`config.mk`:
```
export PLATFORM = sky130hd
export DESIGN_NAME = tag_fifo
export DESIGN_NICKNAME = d
export VERILOG_FILES = /design/src/rtl/tea_dec_match_checker_tag_fifo.sv
export SDC_FILE = /design/constraint.sdc
export NUM_CORES = 1
export LEC_CHECK = 0
export BUFFER_PORTS_ARGS = -buffer_cell sky130_fd_sc_hd__buf_2
export CORE_ASPECT_RATIO = 0.8
export CORE_MARGIN = 2
export CORE_UTILIZATION = 51
export CTS_CLUSTER_DIAMETER = 30
export DETAILED_ROUTE_END_ITERATION = 16
export PLACE_DENSITY = 0.84
export SLEW_MARGIN = 20
export SYNTH_ARGS = -nofsm -noshare
export SYNTH_HDL_FRONTEND = slang
export SYNTH_SLANG_ARGS = --single-unit
export TNS_END_PERCENT = 20
```
`constraint.sdc`:
```
create_clock -name clk -period 2.6 [get_ports clk]
set_input_delay 0.52 -clock clk [delete_from_list [all_inputs] [get_ports clk]]
set_output_delay 0.52 -clock clk [all_outputs]
set_load 0.01 [all_outputs]
```
`src/rtl/tea_dec_match_checker_tag_fifo.sv`:
```
`default_nettype none
// +----------------------------------------------------------------------+
// | Module    : tag_fifo                                                 |
// | Purpose   : Synchronous FIFO for match tags. A push while full is    |
// |             accepted only when a pop happens in the same cycle.      |
// |             clr empties the FIFO synchronously.                      |
// | Revision  : 1.0  initial release                                     |
// +----------------------------------------------------------------------+
module tag_fifo #(
  parameter int WIDTH = 32,
  parameter int DEPTH = 4
) (
  input  logic             clk,
  input  logic             rst,
  input  logic             clr,
  input  logic             push,
  input  logic             pop,
  input  logic [WIDTH-1:0] din,
  output logic             full,
  output logic             empty,
  output logic [WIDTH-1:0] head
);

  localparam int AW = $clog2(DEPTH);

  logic [WIDTH-1:0] mem [DEPTH];
  logic [AW:0]      wr_ptr;
  logic [AW:0]      rd_ptr;
  logic             do_push;
  logic             do_pop;

  // Extra pointer bit distinguishes full from empty
  assign empty   = (wr_ptr == rd_ptr);
  assign full    = (wr_ptr[AW] != rd_ptr[AW]) && (wr_ptr[AW-1:0] == rd_ptr[AW-1:0]);
  assign do_pop  = pop && !empty;
  assign do_push = push && (!full || do_pop);
  assign head    = empty ? '0 : mem[rd_ptr[AW-1:0]];

  // Pointer update; clear and reset both empty the queue
  always_ff @(posedge clk) begin
    if (rst || clr) begin
      wr_ptr <= '0;
      rd_ptr <= '0;
    end else begin
      if (do_push) wr_ptr <= wr_ptr + (AW+1)'(1);
      if (do_pop)  rd_ptr <= rd_ptr + (AW+1)'(1);
    end
  end

  // Storage write; contents are only visible through head when non-empty
  always_ff @(posedge clk) begin
    if (do_push) mem[wr_ptr[AW-1:0]] <= din;
  end

endmodule
`default_nettype wire

```
== Yosys cells after proc, flatten, opt, wreduce, memory -nomap -nowiden ==
Memory sizes are Yosys's and may differ from the RTL's. A register that Yosys moved wholly into a read port is not among the register bits.
Index checks and enable logic that the tools add are counted.

* Memory bits (writable): 128
* Register bits: 6
* Output and inout bits: 34
* Memories kept: 1

{| class="wikitable"
|+ Memories
! memory !! words !! width !! read ports !! clocked after memory_dff !! write ports !! line !! source
|-
| mem || 4 || 32 || 1 || 1 || 1 || 26 || <nowiki>logic [WIDTH-1:0] mem [DEPTH];</nowiki>
|}

* Mux-type cells: 5
* Equality and inequality tests: 3
* Reduce and logical (&&, ||, !) cells: 7
* $add $sub $neg: 2

{| class="wikitable"
|+ Operator list
! kind !! number
|-
| 32-bit 2-to-1 mux || 1
|-
| 3-bit by 1-bit adder with 3-bit output, second input constant || 2
|-
| 2-bit 2-to-1 mux || 2
|-
| 3-bit == test || 1
|-
| 1-bit logical AND || 3
|-
| 2-bit == test || 1
|-
| 1-bit logical NOT || 2
|-
| 1-bit logical OR || 2
|-
| 1-bit 2-to-1 mux || 2
|-
| 1-bit != test || 1
|}

== Depth between registers and ports, before layout ==
* Depth in word-level cells: 7
* Depth in mapped cells: 4
* Depth with buffers taken out: 4

== Least setup slack after synthesis ==
OpenSTA, ideal clock, no wires.

* Path kind: register -> register
* From: reg wr_ptr[0]
* To: mem mem[3][0], enable pin
* Arrival: 2.431 ns
* Buffers on the path: 0
* Data required time: 2.156 ns
* Cell stages (with the launch flop): 3
* Slack: -0.274 ns
* Period minus slack after synthesis: 2.874 ns
* Cell sequence: dfxtp_1 xnor2_1 a41oi_1

* Longest elaborated chain between the ends: 7
* Elaborated cells between the ends (all ways): 10

{| class="wikitable"
|+ RTL lines
! what !! line !! source
|-
| start, declared || 27 || <nowiki>logic [AW:0] wr_ptr;</nowiki>
|-
| start signal, assigned || 45 || <nowiki>if (do_push) wr_ptr <= wr_ptr + (AW+1)'(1);</nowiki>
|-
| 3-bit == test / 2-bit == test (equally long branches) || 33, 34 ||
|-
| 1-bit logical NOT / 1-bit logical AND (equally long branches) || 35, 34 ||
|-
| 1-bit logical AND / 1-bit logical NOT (equally long branches) || 35, 36 ||
|-
| 1-bit logical OR || 36 || <nowiki>assign do_push = push && (!full || do_pop);</nowiki>
|-
| 1-bit logical AND || 36 ||
|-
| 1-bit 2-to-1 mux || 52 || <nowiki>if (do_push) mem[wr_ptr[AW-1:0]] <= din;</nowiki>
|-
| 1-bit 2-to-1 mux (not written as such) || 52 ||
|-
| end, declared || 26 ||
|}

Several ways; a longest one is shown, not always the timed one.

== Worst setup path in the final report ==
* From: reg wr_ptr[1]
* To: out head[19]

* Longest elaborated chain between the ends: 2

{| class="wikitable"
|+ RTL lines
! what !! line !! source
|-
| 3-bit == test || 33 || <nowiki>assign empty = (wr_ptr == rd_ptr);</nowiki>
|-
| 32-bit 2-to-1 mux || 37 || <nowiki>assign head = empty ? '0 : mem[rd_ptr[AW-1:0]];</nowiki>
|-
| end, declared || 21 || <nowiki>output logic [WIDTH-1:0] head</nowiki>
|}

Every way passes these cells.

==> metrics.log <==
[metrics] status: finished, final reports clean
[metrics] starting utilization of the core area: 52.0%
[metrics] top cell type by total area after synthesis: sky130_fd_sc_hd__edfxtp_1
[metrics] highest ir drop seen on vdd: 0.462 mV
[metrics] wire length of the first global-routing pass: 14.3 mm
[metrics] top cells by area in the synthesized netlist: sky130_fd_sc_hd__edfxtp_1, sky130_fd_sc_hd__mux4_2, sky130_fd_sc_hd__nor2b_1, sky130_fd_sc_hd__dfxtp_1, sky130_fd_sc_hd__ha_1
[metrics] cell seen most often among critical-path stages: sky130_fd_sc_hd__buf_12
[metrics] initial antenna violation count: 0
[metrics] y dimension of the die: 95.2 um
[metrics] arrival time reported for the critical path endpoint: 1.90 ns
[metrics] residual overflow from global routing: 0
[metrics] max-cap violations: 0
[metrics] half-perimeter wire length after placement: 5.58 mm
[metrics] maximum number of pins on one net before global-route repair: 34
[metrics] # IOs: 71
[metrics] net total in the final layout: 384
[metrics] clock insertion delay at the later pin of the skew report: 0.41 ns
[metrics] count of final hold-check violations: 0
[metrics] Cells after Synth: 255
[metrics] Max Clk Rate: 413 MHz
[metrics] total number of vias: 2641
[metrics] synthesized net count: 297
[metrics] post-layout minimum cycle time: 2.42 ns
[metrics] M2 GR Usage: 27.5%
[metrics] clock slew seen by the registers of the worst setup and hold paths: 0.05 ns
[metrics] CP Launch Type: register
[metrics] Num CTS Buffers: 17
[metrics] number of distinct standard cells referenced by the synthesized netlist: 25
[metrics] Mean Syn Cell Area: 20.8 um2
[metrics] met1 usage in global routing: 23.5%
[metrics] TritonCTS clock tree: built
[metrics] proportion of synthesized flip-flops having asynchronous set or reset: 0%
[metrics] Worst Setup End Kind: primary output
[metrics] share of synthesized area occupied by flip-flops and latches: 75.5%
[metrics] core outline area: 10200 um2
[metrics] number of register bits inferred by synthesis: 136
[metrics] number of vias per cell: 5.34
[metrics] DR pass1 iterations: 5
[metrics] Area growth, synth to finish: 22.6%
[metrics] clk_skew: 0.00980 ns
[metrics] biggest cell delay along the critical path: 0.44 ns
[metrics] crit path buf inv count: 3
[metrics] number of clock sinks seen by CTS: 136
[metrics] # fillers: 701
[metrics] Global Route Usage Sum: 18.0%
[metrics] Lkg Pwr: 2.26 nW
[metrics] prevailing post-synth register cell: sky130_fd_sc_hd__edfxtp_1
[metrics] TNS Setup: 0 ns
[metrics] critical setup path kind: register to primary output
[metrics] Synthesis Warnings: 0
[metrics] Slowest-stage cell, CP: sky130_fd_sc_hd__dfxtp_1
[metrics] number of non-filler instances in the completed layout: 495
[metrics] number of enable-type register cells in the synthesized netlist: 128
[metrics] horizontal die dimension: 118 um
[metrics] final RePlAce weighted congestion: 0.768
[metrics] area of the die: 11200 um2
[metrics] cell at the root of the clock tree: sky130_fd_sc_hd__clkbuf_16
[metrics] Max clock buf depth: 2
[metrics] fraction of layout cells with a size suffix above 1: 41.4%
[metrics] count of pins over their slew limit: 0
[metrics] antenna violation net count after detailed routing: 0
[metrics] Cell Pwr Density: 780 nW/um2
[metrics] Antenna diodes: 0
[metrics] count of standard-cell rows: 33
[metrics] critical path peak fanout: 19
[metrics] number of DRC markers after the initial detailed-route iteration: 227
[metrics] Worst Path Required: 2.08 ns
[metrics] count of hold buffers inserted by post-cts repair: 0
[metrics] Cell Count Post-Placement: 461
[metrics] setup-violating endpoint count in the final report: 0
[metrics] via count of the first global-routing pass: 2655
[metrics] netlist area before placement: 5310 um2
[metrics] met3 capacity usage during global routing: 7.60%
[metrics] class of the tightest hold or removal check: input pin to register
[metrics] number of levels in the clock H-tree: 4
[metrics] kind of cell adding the most delay to the critical path: buffers and inverters
[metrics] portion of synthesized cell area occupied by the leading cell type: 72.5%
[metrics] unrepaired setup endpoints after global routing: no
[metrics] ordered cell list for the critical path: xor2_1 -> nor3_4 -> buf_12 -> buf_12 -> nor2b_1 -> buf_2
[metrics] Period Utilization, post-route: 93.1%
[metrics] input/output buffers: 70
[metrics] wire length per cell: 18.8 um
[metrics] slew of the pin with the lowest slew margin: 0.887 ns
[metrics] Slew headroom: 40.9%
[metrics] layer with the highest usage: met2
[metrics] total wire length after detailed routing: 9.32 mm
[metrics] # DRC: 0
[metrics] sum of internal, switching and leakage power: 5.07 mW
==> registers in the layout, indices dropped and copies added (netlist names), named ones only <==
| name | flops |
|---|---|
| mem | 128 |
| rd_ptr | 3 |
| wr_ptr | 3 |
==> layout make-up <==
class / instances / area, um2 / share of cell area, %
Clock buffer: 18 / 429 / 6.60
Clock inverter: 14 / 156 / 2.41
Inverter: 4 / 15.0 / 0.231
Multi-Input combinational cell: 105 / 1270 / 19.6
Sequential cell: 136 / 4010 / 61.6
Tap cell: 140 / 175 / 2.69
Timing Repair Buffer: 78 / 448 / 6.89
==> worst register-to-register path: cells and delay by family (launching register included) <==
family	cells	cell delay, ns
compound gates	1	0.31
xor+xnor	1	0.37
flops	1	0.44
simple gates	1	0.78
==> placed cells by master, fill, tap and decap left out, types with 4 or more instances in the layout <==
master                        n
sky130_fd_sc_hd__nand2_1      9
sky130_fd_sc_hd__dfxtp_1      6
sky130_fd_sc_hd__buf_4        5
sky130_fd_sc_hd__nor2b_1     32
sky130_fd_sc_hd__mux4_2      32
sky130_fd_sc_hd__clkinv_2     6
sky130_fd_sc_hd__mux2i_1      6
sky130_fd_sc_hd__clkbuf_16   17
sky130_fd_sc_hd__edfxtp_1   128
sky130_fd_sc_hd__buf_2       70
sky130_fd_sc_hd__ha_1         5
sky130_fd_sc_hd__inv_1        4
==> worst paths after layout <==
check                           cells after the start       from  slack, ns          to
worst min register to register                      2  wr_ptr[2]       0.51   wr_ptr[2]
worst min-delay path                                1    din[21]       0.32  mem[2][21]
worst max register to register                      3  wr_ptr[0]       0.32  mem[2][14]
worst max-delay path                                6  wr_ptr[1]       0.18    head[19]
==> power breakdown <==
| part | internal, mW | switching [mW] |
|---|---|---|
| Clock | 1.49 | 0.841 |
| Sequential | 2.46 | 0.0144 |
| Combinational | 0.126 | 0.139 |
| Total | 4.08 | 0.995 |
==> what timing repair did <==
item / CTS / global route
setup endpoints to repair: 0 / 25
resized for setup: 0 / 0
hold endpoints to repair: 0 / 0
buffers inserted: 0 / 2
==> cell usage after synthesis (all sizes together) (2+ instances only) <==
library cell  instances
edfxtp              128
mux4                 32
nor2b                32
nand2                 9
dfxtp                 8
buf                   6
mux2i                 6
ha                    5
clkbuf                4
inv                   4
and2                  3
xnor2                 3
xor2                  3
nor3                  2
or3                   2
==> logic make-up after synthesis <==
family,after synthesis,synth area share (%)
simple gates,50,5.54
xor+xnor,6,0.991
fa+ha+maj,5,1.18
mux,38,14.7
compound gates,6,1.01
flops,136,75.5
buf+inv,14,1.08
==> per-layer routing <==
metal  vias to the layer above  share of wire, %
li1                       1203                 -
met1                      1329                43
met2                        98                48
met3                        11               7.5
met4                         0               1.4
met5                         -                 0
==> per-stage QoR <==
stage,utilization (%),area [um2],hold WS (ns),worst slack [ns]
final,63.8,6500,0.324,0.179
after global routing,63.8,6500,0.305,0.0384
after CTS,63.5,6470,0.309,0.0147
after detailed placement,57.7,5890,0.504,0.291
after global placement,57.7,5890,0.491,0.403
after floorplan,-,5310,0.479,0.450
No activity file was read; power rests on OpenSTA's default activity.
